[src/rtl/uart_rx.sv]
// 8N1 serial receiver: start-edge timing recovery with a per-bit down-counter,
// mid-bit sampling, one-cycle valid / frame_err strobes.
module uart_rx #(
  parameter int CLKS_PER_BIT = 10417
) (
  input  logic       clk,
  input  logic       rst,
  input  logic       rxd,
  output logic [7:0] data,
  output logic       valid,
  output logic       frame_err,
  output logic       busy
);

  localparam logic [16:0] BIT_LAST  = 17'(CLKS_PER_BIT - 1);
  localparam logic [16:0] HALF_LAST = 17'(CLKS_PER_BIT / 2 - 1);

  typedef enum logic [2:0] {IDLE, START, DATA, STOP, WAIT_HIGH} state_t;

  state_t      state, state_nxt;
  logic        rxd_m, rxd_s;
  logic [16:0] ctr;
  logic [7:0]  sh;
  logic [2:0]  bit_idx;
  logic        sample;
  logic        ld_half, ld_bit, clr_idx, shift_en, stop_good, stop_bad;

  assign sample = (ctr == 17'd0);

  // rxd is asynchronous; only rxd_s is ever used for decisions
  always_ff @(posedge clk or posedge rst) begin
    if (rst) begin
      rxd_m <= 1'b1;
      rxd_s <= 1'b1;
    end else begin
      rxd_m <= rxd;
      rxd_s <= rxd_m;
    end
  end

  always_ff @(posedge clk or posedge rst) begin
    if (rst) state <= IDLE;
    else     state <= state_nxt;
  end

  always_comb begin
    state_nxt = state;
    case (state)
      IDLE:      if (!rxd_s) state_nxt = START;
      START:     if (sample) state_nxt = rxd_s ? IDLE : DATA;
      DATA:      if (sample && bit_idx == 3'd7) state_nxt = STOP;
      STOP:      if (sample) state_nxt = rxd_s ? IDLE : WAIT_HIGH;
      WAIT_HIGH: if (rxd_s) state_nxt = IDLE;
      default:   state_nxt = IDLE;
    endcase
  end

  always_comb begin
    busy      = (state != IDLE);
    ld_half   = 1'b0;
    ld_bit    = 1'b0;
    clr_idx   = 1'b0;
    shift_en  = 1'b0;
    stop_good = 1'b0;
    stop_bad  = 1'b0;
    case (state)
      IDLE:  ld_half = !rxd_s;
      START: begin
        ld_bit  = sample && !rxd_s;
        clr_idx = sample && !rxd_s;
      end
      DATA: begin
        ld_bit   = sample;
        shift_en = sample;
      end
      STOP: begin
        stop_good = sample && rxd_s;
        stop_bad  = sample && !rxd_s;
      end
      default: ;
    endcase
  end

  // Counter parks at zero outside a frame so a sample event needs a fresh load
  always_ff @(posedge clk or posedge rst) begin
    if (rst) begin
      ctr       <= 17'd0;
      sh        <= 8'h00;
      bit_idx   <= 3'd0;
      data      <= 8'h00;
      valid     <= 1'b0;
      frame_err <= 1'b0;
    end else begin
      valid     <= stop_good;
      frame_err <= stop_bad;
      if (ld_half)           ctr <= HALF_LAST;
      else if (ld_bit)       ctr <= BIT_LAST;
      else if (ctr != 17'd0) ctr <= ctr - 17'd1;
      if (clr_idx) bit_idx <= 3'd0;
      else if (shift_en) begin
        sh      <= {rxd_s, sh[7:1]};
        bit_idx <= bit_idx + 3'd1;
      end
      if (stop_good) data <= sh;
    end
  end

endmodule

[config.mk]
export PLATFORM = sky130hd
export DESIGN_NAME = uart_rx
export DESIGN_NICKNAME = d
export VERILOG_FILES = /design/src/rtl/uart_rx.sv
export SDC_FILE = /design/constraint.sdc
export NUM_CORES = 1
export LEC_CHECK = 0
export CAP_MARGIN = 10
export CORE_ASPECT_RATIO = 0.75
export CORE_MARGIN = 2
export CORE_UTILIZATION = 57
export CTS_CLUSTER_DIAMETER = 30
export CTS_CLUSTER_SIZE = 16
export DETAILED_ROUTE_END_ITERATION = 10
export PLACE_DENSITY_LB_ADDON = 0.2
export SLEW_MARGIN = 20
export SYNTH_ARGS = -nofsm -noshare
export SYNTH_HDL_FRONTEND = slang
export SYNTH_SLANG_ARGS = --single-unit
[constraint.sdc]
create_clock -name clk -period 2.14 [get_ports clk]
set_input_delay 0.428 -clock clk [delete_from_list [all_inputs] [get_ports clk]]
set_output_delay 0.428 -clock clk [all_outputs]
set_load 0.1 [all_outputs]
==> impl_metrics.csv <==
group,metric,value,unit
synthesis,async_flop_share,100,%
route,viasPerCell,5.92,
synthesis,ys_seq_area_share,54.5,%
power,p_comb_share,1.5,%
power,p_sw_share,19.3,%
clocking,htreeDepth,2,
route,wl,3830,um
route,first_pass_iters,4,
sta,finalWorstPathRequiredPeriod,1990,ps
route,first_iter_violations,110,
finish,fin_area,2350,um^2
grt,grt_max_degree,44,
worst_setup_path,r2r-end,"ctr[14]",
synthesis,synth_top_cell_by_area,"dfrtp_1",
worst_setup_path,crit_arrival,2200,ps
finish,layout.nets,204,
synthesis,ys.flop_type,"dfrtp_1",
grt,grt_usage,21.6,%
worst_setup_path,reg2reg_slack,150,ps
flow_run,cap_violations,0,
min_path,min_to,"rxd_s",
finish,diodes,0,
route,postRouteAntennaNets,0,
worst_setup_path,worstSetupPathType,"register to register",
sta,period_share,93.1,%
grt,antenna_found_initial,0,
clocking,cts-root-buf,"clkbuf_8",
synthesis,synth.avg_cell_area,11.9,um^2
floorplanning,dieArea,3970,um^2
placement,placed_area,2220,um^2
power,power.share.sequential,55.1,%
placement,globalplace.congestion,0.842,
floorplanning,initial_core_util,59.8,%
sta,finalHoldViolCount,0,
clocking,path_clk_slew,80,ps
finish,final_cell_mix,"41 x dfrtp_1, 25 x buf_4, 13 x nand2_1, 13 x o21ai_0, 10 x a21oi_1",
synthesis,syn_nets,174,
floorplanning,io_pins,14,
synthesis,ys_types,40,
finish,final_cells,238,
worst_setup_path,cp.required,2350,ps
finish,syn_to_final_growth,18.7,%
route,wl_per_cell,16.1,um
finish,final_layout_size_suffix_gt1_share,24.7,%
worst_setup_path,reg2reg_depth,7,
worst_setup_path,path_max_fanout,13,
route,vias,1409,
sta,max_freq,502,MHz
sta,slew_violations,0,
floorplanning,die_x,72.1,um
sta,rsz0062_at_grt,"false",
worst_setup_path,critPathCaptureType,"register",
outcome,status,"completed",
floorplanning,core,3310,um^2
worst_setup_path,r2r-start,"ctr[0]",
sta,finalSetupViolations,0,
sta,fin_setup_tns,0,ps
clocking,clk_latency,300,ps
placement,portBuffers,13,
placement,post-dp-hpwl,2740,um
power,p_leak,0.00111,uW
grt,grt_pass1_vias,1280,
sta,relSlewSlack,61.4,%
worst_setup_path,cp-start-kind,"register",
synthesis,synth_top_cells_by_area,"dfrtp_1 52%, mux2_4 5.3%, mux2_1 5.1%, o21ai_0 3.3%, dfstp_2 2.7%",
finish,final_common_cell,"dfrtp_1",
floorplanning,rows,18,
placement,place_inst,229,
synthesis,netlist_instances,167,
sta,worstMarginPinSlew,575,ps
power,pwr-share-clk,43.4,%
power,power.switching,287,uW
power,vdd_drop_max,466,uV
grt,grt_overflow_total,0,
sta,skew,7.46,ps
power,p_int,1200,uW
min_path,hp-class,"register to register",
power,p_per_area,632,nW/um^2
clocking,clock_path_buffers,2,
min_path,hold_path.startpoint,"rxd_m",
synthesis,synth-seq-cells,43,
clocking,clock_sinks,43,
synthesis,syn_area,1980,um^2
finish,n_fill_cell,243,
floorplanning,die_h,55.1,um
clocking,cts_tree,"built",
min_path,holdPathStages,0,
synthesis,synth_top_area_share,51.8,%
synthesis,ys_warn_count,0,
route,drc_errors,0,
synthesis,synth_edf_count,0,
grt,grt_pass1_wl,6190,um
clocking,cts_made_buffers,5,
[synthesized netlist by cell type, types with 2 or more instances]
library cell	number
dfrtp_1	41
nor4b_1	2
mux2_4	7
a22o_1	2
nand4_1	3
or4_1	2
xor2_1	4
xnor2_1	2
dfstp_2	2
nand2_1	13
nor2_1	7
clkbuf_1	2
a21oi_1	10
nor4_1	3
mux2_1	9
ha_1	4
o21ai_0	13
o31ai_1	3
or3_1	5
nand3_1	8
inv_1	5
and4_1	2
[flip-flops by register name, summed over array words and instances (netlist names)]
register / cells
bit_idx: 3
ctr: 17
state: 3
rxd_s: 1
rxd_m: 1
valid: 1
sh: 8
data: 8
frame_err: 1
[cells by family (layout without fill, tap and decap cells)]
family / Yosys count / after routing / synth area share, %
xor+xnor: 6 / 6 / 2.65
compound gates: 33 / 33 / 9.92
fa+ha+maj: 4 / 4 / 2.53
buf+inv: 11 / 42 / 3.54
mux: 16 / 16 / 10.4
simple gates: 54 / 54 / 16.5
flops: 43 / 43 / 54.5
[power groups by stage]
| stage | Sequential (uW) | Combinational (uW) | Clock, uW |
|---|---|---|---|
| finish | 818 | 22.6 | 645 |
| global route | 818 | 26.9 | 698 |
| CTS | 817 | 24.4 | 660 |
| detailed placement | 834 | 24.2 | 0 |
| global placement | 833 | 23.4 | 0 |
| floorplan | 833 | 14.3 | 0 |
[worst max-delay path: stages (launching register included)]
cell and delay (ps):
dfrtp_1 370, inv_1 60, ha_1 180, nor4b_2 150
and4_1 250, buf_4 190, or4_1 500, o31ai_1 190
[per-layer routing]
| metal | vias up | global-route usage (%) | part of all wire [%] | wire, um |
|---|---|---|---|---|
| met4 | 0 | 7.55 | 1.3 | 51 |
| met2 | 39 | 31.3 | 44 | 1690 |
| met1 | 701 | 30.7 | 49 | 1860 |
| li1 | 664 | - | - | - |
| met5 | - | 0 | 0 | 0 |
| met3 | 5 | 7.07 | 5.8 | 223 |
[how the worst max path moves through the flow]
stage / start / cells after the start / slack (ps) / end
4_1_cts: ctr[0] / 7 / 70 / data[6]
3_5_place_dp: ctr[0] / 7 / 80 / data[6]
2_1_floorplan: ctr[0] / 8 / 180 / sh[0]
5_1_grt: ctr[0] / 7 / 20 / ctr[14]
3_3_place_gp: ctr[0] / 7 / 150 / data[6]
6_report: ctr[0] / 7 / 150 / ctr[14]
[through the flow]
stage	util (%)	setup slack [ps]	power (uW)	hold WS (ps)
2_1_floorplan	-	182	847	345
3_3_place_gp	67.0	151	857	348
3_5_place_dp	67.0	83.9	858	351
4_1_cts	70.6	69.9	1500	363
5_1_grt	71.0	16.9	1540	366
6_report	71.0	148	1480	363
[layout make-up]
type	count	area [um^2]	area share, %
Inverter	5	18.8	0.798
Multi-Input combinational cell	113	838	35.7
Timing Repair Buffer	29	248	10.5
Sequential cell	43	1080	45.9
Clock inverter	2	35.0	1.49
Tap cell	40	50.0	2.13
Clock buffer	6	82.6	3.51
[repair_timing]
item / in CTS / in global routing
resized for setup: 0 / 1
hold buffers: 0 / 0
endpoints found under the setup margin: 0 / 17
buffers inserted: 0 / 1
(Power assumes the default switching activity.)
